## src/rtl/sync_counter_sequencer.sv

```systemverilog
// Sequences a WIDTH-bit up/down counter through repeated load/count passes under
// a start/busy/done handshake; exports the count enable t for an external counter slice.
//
// state  | meaning
// -------+-------------------------------------------------------------
// S_IDLE | waiting for start, q holds its last value
// S_LOAD | one cycle, q takes the latched start value
// S_RUN  | counting toward term; pause freezes, abort cancels
// S_DONE | one cycle, done pulse, then back to idle
module sync_counter_sequencer #(
    parameter int WIDTH  = 3,
    parameter int LOOP_W = 4
) (
    input  logic              clk,
    input  logic              rst_n,
    input  logic              start,
    input  logic              dir,
    input  logic [WIDTH-1:0]  load_val,
    input  logic [WIDTH-1:0]  term_val,
    input  logic [LOOP_W-1:0] loops,
    input  logic              pause,
    input  logic              abort,
    output logic              busy,
    output logic              done,
    output logic              wrap,
    output logic              t,
    output logic [WIDTH-1:0]  q,
    output logic [WIDTH-1:0]  q_bar
);

    typedef enum logic [1:0] {
        S_IDLE = 2'd0,
        S_LOAD = 2'd1,
        S_RUN  = 2'd2,
        S_DONE = 2'd3
    } state_e;

    state_e              state_q, state_d;
    logic [WIDTH-1:0]    cnt_q, cnt_d;
    logic [WIDTH-1:0]    load_q, load_d;
    logic [WIDTH-1:0]    term_q, term_d;
    logic                dir_q, dir_d;
    logic [LOOP_W-1:0]   loop_q, loop_d;
    logic                at_term;
    logic                run_go;

    always_ff @(posedge clk or negedge rst_n) begin
        if (!rst_n) begin
            state_q <= S_IDLE;
            cnt_q   <= '0;
            load_q  <= '0;
            term_q  <= '0;
            dir_q   <= 1'b0;
            loop_q  <= '0;
        end else begin
            state_q <= state_d;
            cnt_q   <= cnt_d;
            load_q  <= load_d;
            term_q  <= term_d;
            dir_q   <= dir_d;
            loop_q  <= loop_d;
        end
    end

    assign at_term = (cnt_q == term_q);
    assign run_go  = (state_q == S_RUN) && !pause && !abort;

    always_comb begin
        state_d = state_q;
        cnt_d   = cnt_q;
        load_d  = load_q;
        term_d  = term_q;
        dir_d   = dir_q;
        loop_d  = loop_q;

        unique case (state_q)
            S_IDLE: begin
                if (start) begin
                    load_d  = load_val;
                    term_d  = term_val;
                    dir_d   = dir;
                    // a zero pass count still runs one pass
                    loop_d  = (loops == '0) ? LOOP_W'(1) : loops;
                    state_d = S_LOAD;
                end
            end
            S_LOAD: begin
                if (abort) begin
                    state_d = S_IDLE;
                end else begin
                    cnt_d   = load_q;
                    state_d = S_RUN;
                end
            end
            S_RUN: begin
                if (abort) begin
                    state_d = S_IDLE;
                end else if (!pause) begin
                    if (at_term) begin
                        if (loop_q == LOOP_W'(1)) begin
                            state_d = S_DONE;
                        end else begin
                            loop_d = loop_q - LOOP_W'(1);
                            cnt_d  = load_q;
                        end
                    end else if (dir_q) begin
                        cnt_d = cnt_q + WIDTH'(1);
                    end else begin
                        cnt_d = cnt_q - WIDTH'(1);
                    end
                end
            end
            S_DONE: begin
                state_d = S_IDLE;
            end
            default: begin
                state_d = S_IDLE;
            end
        endcase
    end

    assign busy  = (state_q == S_LOAD) || (state_q == S_RUN);
    assign done  = (state_q == S_DONE);
    assign wrap  = run_go && at_term;
    assign t     = run_go && !at_term;
    assign q     = cnt_q;
    assign q_bar = ~cnt_q;

endmodule

```

## config.mk

```make
export PLATFORM = sky130hd
export DESIGN_NAME = sync_counter_sequencer
export DESIGN_NICKNAME = d
export VERILOG_FILES = /design/src/rtl/sync_counter_sequencer.sv
export SDC_FILE = /design/constraint.sdc
export NUM_CORES = 1
export LEC_CHECK = 0
export BUFFER_PORTS_ARGS = -buffer_cell sky130_fd_sc_hd__buf_2
export CORE_ASPECT_RATIO = 0.9
export CORE_MARGIN = 3
export CORE_UTILIZATION = 35
export DETAILED_ROUTE_END_ITERATION = 8
export HOLD_SLACK_MARGIN = 0.15
export PLACE_DENSITY = 0.61
export SYNTH_ARGS = -nofsm -noshare
export SYNTH_HDL_FRONTEND = slang
export SYNTH_SLANG_ARGS = --single-unit
export TNS_END_PERCENT = 5
```

## constraint.sdc

```tcl
create_clock -name clk -period 2.3 [get_ports clk]
set_clock_uncertainty 0.05 [all_clocks]
set_input_delay 0.115 -clock clk [delete_from_list [all_inputs] [get_ports clk]]
set_output_delay 0.115 -clock clk [all_outputs]
set_load 0.01 [all_outputs]
```

==> metrics, run 1 <==
Leak 0.650 nW; Hold Vio Cnt, Final 0; Routed Antenna Nets 0; DR vias/cell 5.21; max_slew headroom 61.0%; Post-Route WL 2470 um; largest net degree at the start of global routing 17; root buffer cell clkbuf_4; Crit path required time approximately 2.1 ns; fin crit share 83.4%; Final Util between 40% and 50%; Power Total 1.71 mW; first-pass GRT wire length 4300 um; Post-synth ARST share 100%; Max Freq 522 MHz; worst-path fanout max 8; worst hold path type primary input to flip-flop; largest family of logic cells by synthesized area compound AO/OA/AOI/OAI gates; Mapped Area 1120 um^2; Net count, final 171; multiplexer share of the synthesized area 9.70%; status finished, final reports clean; max capacitance violation total 0; Post-Synth Simple-Gate Area about 17%; P per Cell Area approximately 1200 nW/um^2; Max Root-Sink Buffers 2; Core ar. 2910 um^2; clk sinks 16; final antenna diode count 0; Worst R2R End q[2]; post-route cell area 1420 um^2; Max VDD drop 0.000534 V; First-pass DRT Iterations 4; Clock transition at path regs 0.10 ns; GRT Total Usage 14.2%; synthesis-to-finish area growth 26.3%; TritonCTS clock tree yes; row count 18; RSZ-0062 raised after global routing false; layout cells sized above 1 30.6%; number of buffers created by CTS 3; First DRT Iteration DRCs 44; Final Setup Violations 0; xor/xnor share of the synthesized area 5.13%; die area 3920 um^2; Mapped Nets 133; register bit total from synthesis 16; initial antenna violation count 0; crit path time final around 1.9 ns; vias in the first global route 941; Cells on Worst Hold Path 3; H-tree Lvls 1; routed len/inst 13.2 um; Ys Warns 0; Hold EP loop_q[3]; flop2flop setup slack 0.39 ns; Detailed Place HPWL 1930 um; vias 974; crit start category flip-flop; syn_area_per_cell approximately 10 um^2; Starting Density 38.6%; Die Height 59.7 um; Synth Area in Compound Gates 18.4%; GPL Wtd Cong around 0.84; Synth Flop Type dfrtp_1; reg2reg start state_q[0]; Port Buffer Count 25; Worst-Margin Slew 0.584 ns; crit end category output port; Post-Syn Instances 110; top cell type's share of synthesized area between 30% and 40%; DRC 0; register area share after synthesis 35.7%; number of cells on the worst reg-to-reg path 7; CP arrival between 1.5 and 2 ns; number of synthesized flops with an enable pin 0; Adder-Cell Fraction of Synth Area 8.47%; min-delay src loops[3]; commonest non-fill, non-tap cell in the layout buf_2; Resized cells post-CTS 0; Distinct cells, synth 43; Crit Path Class flip-flop to output port; Sum Neg Setup Slack 0 ns; total grt overflow 0; cell taking the most area after synthesis dfrtp_1; commonest non-fill, non-tap cells in the layout buf_2 (25), dfrtp_1 (16), inv_1 (10), dlygate4sd3_1 (9), mux2_2 (7); dpl cell area 1290 um^2; worst skew pair latency 0.28 ns; final slew viol count 0; Ports 26; Die Wd 65.7 um; synth top area cells dfrtp_1 (36%), mux2_2 (7.0%), ha_1 (6.7%)
## sequential cells by signal, summed over array words and instances (netlist names)
register	cells
term_q	3
loop_q	4
state_q	2
q	3
dir_q	1
load_q	3
## critical path: stages (launching register included)
cell and delay [ns]:
dfrtp_1 0.42, inv_1 0.09, ha_1 0.16, nor3b_2 0.18
and4_1 0.41, buf_2 0.20
## power breakdown
part / switching [mW] / total [mW] / internal, mW / leakage (nW)
clock: 0.0903 / 0.187 / 0.0963 / 0.0210
sequential: 0.160 / 0.580 / 0.420 / 0.191
combinational: 0.481 / 0.941 / 0.461 / 0.438
total: 0.731 / 1.71 / 0.976 / 0.650
## per-layer routing
| layer | GRT usage (%) | routed length, um |
|---|---|---|
| met5 | 0 | 0 |
| met4 | 3.55 | 19 |
| met3 | 4.14 | 123 |
| met2 | 22.7 | 1190 |
| met1 | 18.9 | 1150 |
## how the worst max path moves through the flow
stage / slack, ns / endpoint / cells after the start / from
2_1_floorplan: 0.61 / loop_q[0] / 6 / state_q[0]
6_report: 0.38 / wrap / 5 / state_q[0]
5_1_grt: 0.19 / q[1] / 7 / state_q[0]
4_1_cts: 0.36 / wrap / 5 / state_q[0]
3_5_place_dp: 0.44 / q[2] / 7 / state_q[0]
3_3_place_gp: 0.51 / q[2] / 7 / state_q[0]
## kinds of logic after synthesis
logic type,after synthesis
AND/OR/NAND/NOR,34
AO/OA/AOI/OAI,26
flip-flops,16
buffers and inverters,13
multiplexers,10
adder cells (fa/ha/maj),7
XOR/XNOR,4
## cells in the mapped netlist, types with 2 or more instances
cell type / count
dfrtp_1: 16
inv_1: 10
xnor2_2: 3
nor3_1: 3
a21oi_1: 3
nor2_1: 6
mux2i_1: 3
nand2_1: 6
a211oi_1: 2
nor3b_1: 2
a221oi_1: 2
ha_1: 6
mux2_2: 7
nand2b_1: 4
nor2b_1: 3
o211ai_1: 3
o21ai_0: 2
o2bb2ai_1: 2
a31oi_1: 2
nand3_1: 2
## layout make-up
class                   instances  area [um^2]
flip-flops and latches         16          400
repair buffers                 36          230
fillers                       276         1490
inverters                      10         37.5
multi-input cells              81          663
well taps                      40         50.0
clock buffers                   4         36.3
## through the flow
stage,instances,worst slack [ns],hold WS (ns)
5_1_grt,187,0.188,0.235
2_1_floorplan,110,0.610,-0.231
6_report,187,0.383,0.195
3_3_place_gp,174,0.510,0.00640
4_1_cts,187,0.358,0.191
3_5_place_dp,174,0.442,0.00853
## what timing repair did
action                                 in CTS  in global routing
buffers inserted                            0                  0
hold buffers                                9                  0
endpoints found under the hold margin      24                  0
Note: power is estimated with default switching activity, not from simulation.
==> run 2: changes to the inputs <==
- ABC_AREA: default -> 1
- PLACE_DENSITY: 0.61 -> 0.63
- clock period: 2.3 -> 1.55 ns (I/O delays scaled with it)
==> metrics, run 2 <==
status finished, final reports clean; internal power 1.40 mW; crit path time final 1.54 ns; synthesis-to-finish area growth 43.1%; Power Total 2.52 mW; max capacitance violation total 0; number of cells on the worst reg-to-reg path 9; syn_area_per_cell 7.29 um^2; vias 1,109; Leak 0.814 nW; most numerous cell in the Yosys netlist nand2_1; Post-Syn Instances 147; Port Buffer Count 25; synth top area cells dfrtp_1 (37%), nand2_1 (17%), ha_1 (7.0%); Final Non-Filler Cells 237; Clock transition at path regs 0.09 ns; crit start category flip-flop; dpl cell area around 1300 um^2; Detailed Place HPWL 1930 um; placed cells 214; First-pass DRT Iterations 4; routed len/inst 11.1 um; max_slew headroom 75.3%; commonest non-fill, non-tap cells in the layout nand2_1 (47), buf_2 (25), inv_1 (14), dfrtp_1 (14), nor2_1 (13); Starting Density 37.7%; Die Wd 64.3 um; final antenna diode count 0; worst-path fanout max 3; root buffer cell clkbuf_4; register area share after synthesis 37.4%; post-route cell area 1530 um^2; Routed Antenna Nets 0; CP arrival 1.41 ns; Largest register FFs 4; area occupied by registers 403 um^2; vias in the first global route roughly 1,100; DRC 0; NetSw 1.12 mW; Die Height 58.5 um; sw frac between 40% and 50%; commonest non-fill, non-tap cell in the layout nand2_1; H-tree Lvls 1; First DRT Iteration DRCs 36; Max Freq 651 MHz; Mapped Nets 170; Mapped Area 1070 um^2; Flop pwr share 32.5%; GRT Total Usage 15.1%; die area roughly 3800 um^2; register bit total from synthesis 16; largest net degree at the start of global routing 17; final slew viol count 0; total grt overflow 0; Post-Route WL between 2000 and 3000 um; worst hold path type primary input to async pin; combinational power share 56.5%; layout cells sized above 1 33.0%; Distinct cells, synth 25; Core ar. ~2800 um^2; clk sinks 16; fillcell total roughly 280; Crit path required time between 1 and 1.5 ns; clock network power share 11.0%; Synth Flop Type dfrtp_1; GPL Wtd Cong approximately 0.94; first-pass GRT wire length about 4600 um; Ports 26; crit end category output port; TritonCTS clock tree yes; Worst-Margin Slew ~0.37 ns; RSZ-0062 raised after global routing true; synth cell count leaders nand2_1 (48), inv_1 (18), dfrtp_1 (16); Max Root-Sink Buffers 2; worst skew pair latency 0.29 ns; Net count, final approximately 220; Final Setup Violations 0; Post-synth ARST share 100%; P per Cell Area 1640 nW/um^2; DP Worst Slack -0.0112 ns; Hold Vio Cnt, Final 0; number of synthesized flops with an enable pin 0; number of buffers created by CTS 3; cell taking the most area after synthesis dfrtp_1; initial antenna violation count 0; Ys Warns 0; footprint of the multi-input gates 623 um^2; top cell type's share of synthesized area 37.4%; row count 18; Max VDD drop roughly 0.00072 V; Reg with most FFs loop_q; Final Util 54.0%; Crit Path Class flip-flop to output port; fin crit share 99.1%; DR vias/cell between 4 and 5; post-route worst setup slack 0.0146 ns
[run 2: cell count changes after synthesis, sizes merged, moves of 4 or more]
| cell | previous run | this run |
|---|---|---|
| nand3 | 2 | 8 |
| o21ai | 2 | 7 |
| a21oi | 3 | 8 |
| inv | 10 | 21 |
| mux2 | 7 | 3 |
| nand2 | 6 | 50 |
| nand2b | 4 | 0 |
| nor2 | 6 | 14 |
[run 2: critical path: stages, from the launching register on]
cell     delay, ns
dfrtp_1       0.40
inv_2         0.08
ha_4          0.14
inv_4         0.04
nor2_4        0.11
inv_2         0.06
nor3_2        0.14
buf_2         0.15
[run 2: final cells by class]
cell class / instances / area share (%)
well taps: 40 / 3.27
multi-input cells: 108 / 40.7
clock buffers: 4 / 2.37
repair buffers: 48 / 22.1
inverters: 21 / 5.31
flip-flops and latches: 16 / 26.3
[run 2: timing repair]
action / 4_1_cts / 5_1_grt
hold buffers: 12 / 0
hold endpoints to repair: 27 / 0
setup endpoints to repair: 6 / 18
pin swaps: 2 / 7
setup buffers: 5 / 2
resized for setup: 9 / 12
[run 2: per-layer routing]
layer | part of all wire (%) | wire length (um) | global-route usage, % | vias to the layer above
met5 | 0 | 0 | 0 | -
met4 | 0.91 | 24 | 3.31 | 0
met3 | 2.9 | 76 | 3.24 | 4
met2 | 51 | 1340 | 27.5 | 17
met1 | 45 | 1180 | 18.5 | 522
li1 | - | - | - | 566
[run 2: metrics by stage]
stage	hold WS, ns	setup TNS (ns)
5_1_grt	0.194	-0.597
3_5_place_dp	-0.0365	-0.0192
3_3_place_gp	-0.0384	0
6_report	0.173	0
4_1_cts	0.163	-0.0437
2_1_floorplan	-0.268	0
[run 2: logic make-up after synthesis]
| kind of cell | after synthesis | synth area share, % |
|---|---|---|
| AOI/OAI and AO/OA | 18 | 9.35 |
| adders and majority gates | 7 | 8.88 |
| DFF | 16 | 37.4 |
| muxes | 3 | 3.15 |
| and+or+nand+nor | 78 | 31.3 |
| buffers and inverters | 23 | 8.29 |
| xor gates and xnor gates | 2 | 1.64 |
[run 2: final timing paths]
kind / end / slack [ns] / from
max in group asynchronous: q[0] / 0.99 / rst_n
min in group clk: q[0] / 0.22 / pause
setup / recovery: wrap / 0.01 / state_q[0]
hold / removal: term_q[0] / 0.17 / rst_n
setup reg to reg: state_q[1] / 0.02 / state_q[1]
hold reg to reg: load_q[0] / 0.47 / load_q[0]
[run 2: power groups by stage]
| stage | Clock, mW | Combinational (mW) | Sequential, mW |
|---|---|---|---|
| finish | 0.278 | 1.42 | 0.819 |
| global route | 0.310 | 1.63 | 0.855 |
| CTS | 0.290 | 1.38 | 0.813 |
| detailed placement | 0 | 1.26 | 0.824 |
| global placement | 0 | 1.21 | 0.818 |
| floorplan | 0 | 0.914 | 0.793 |
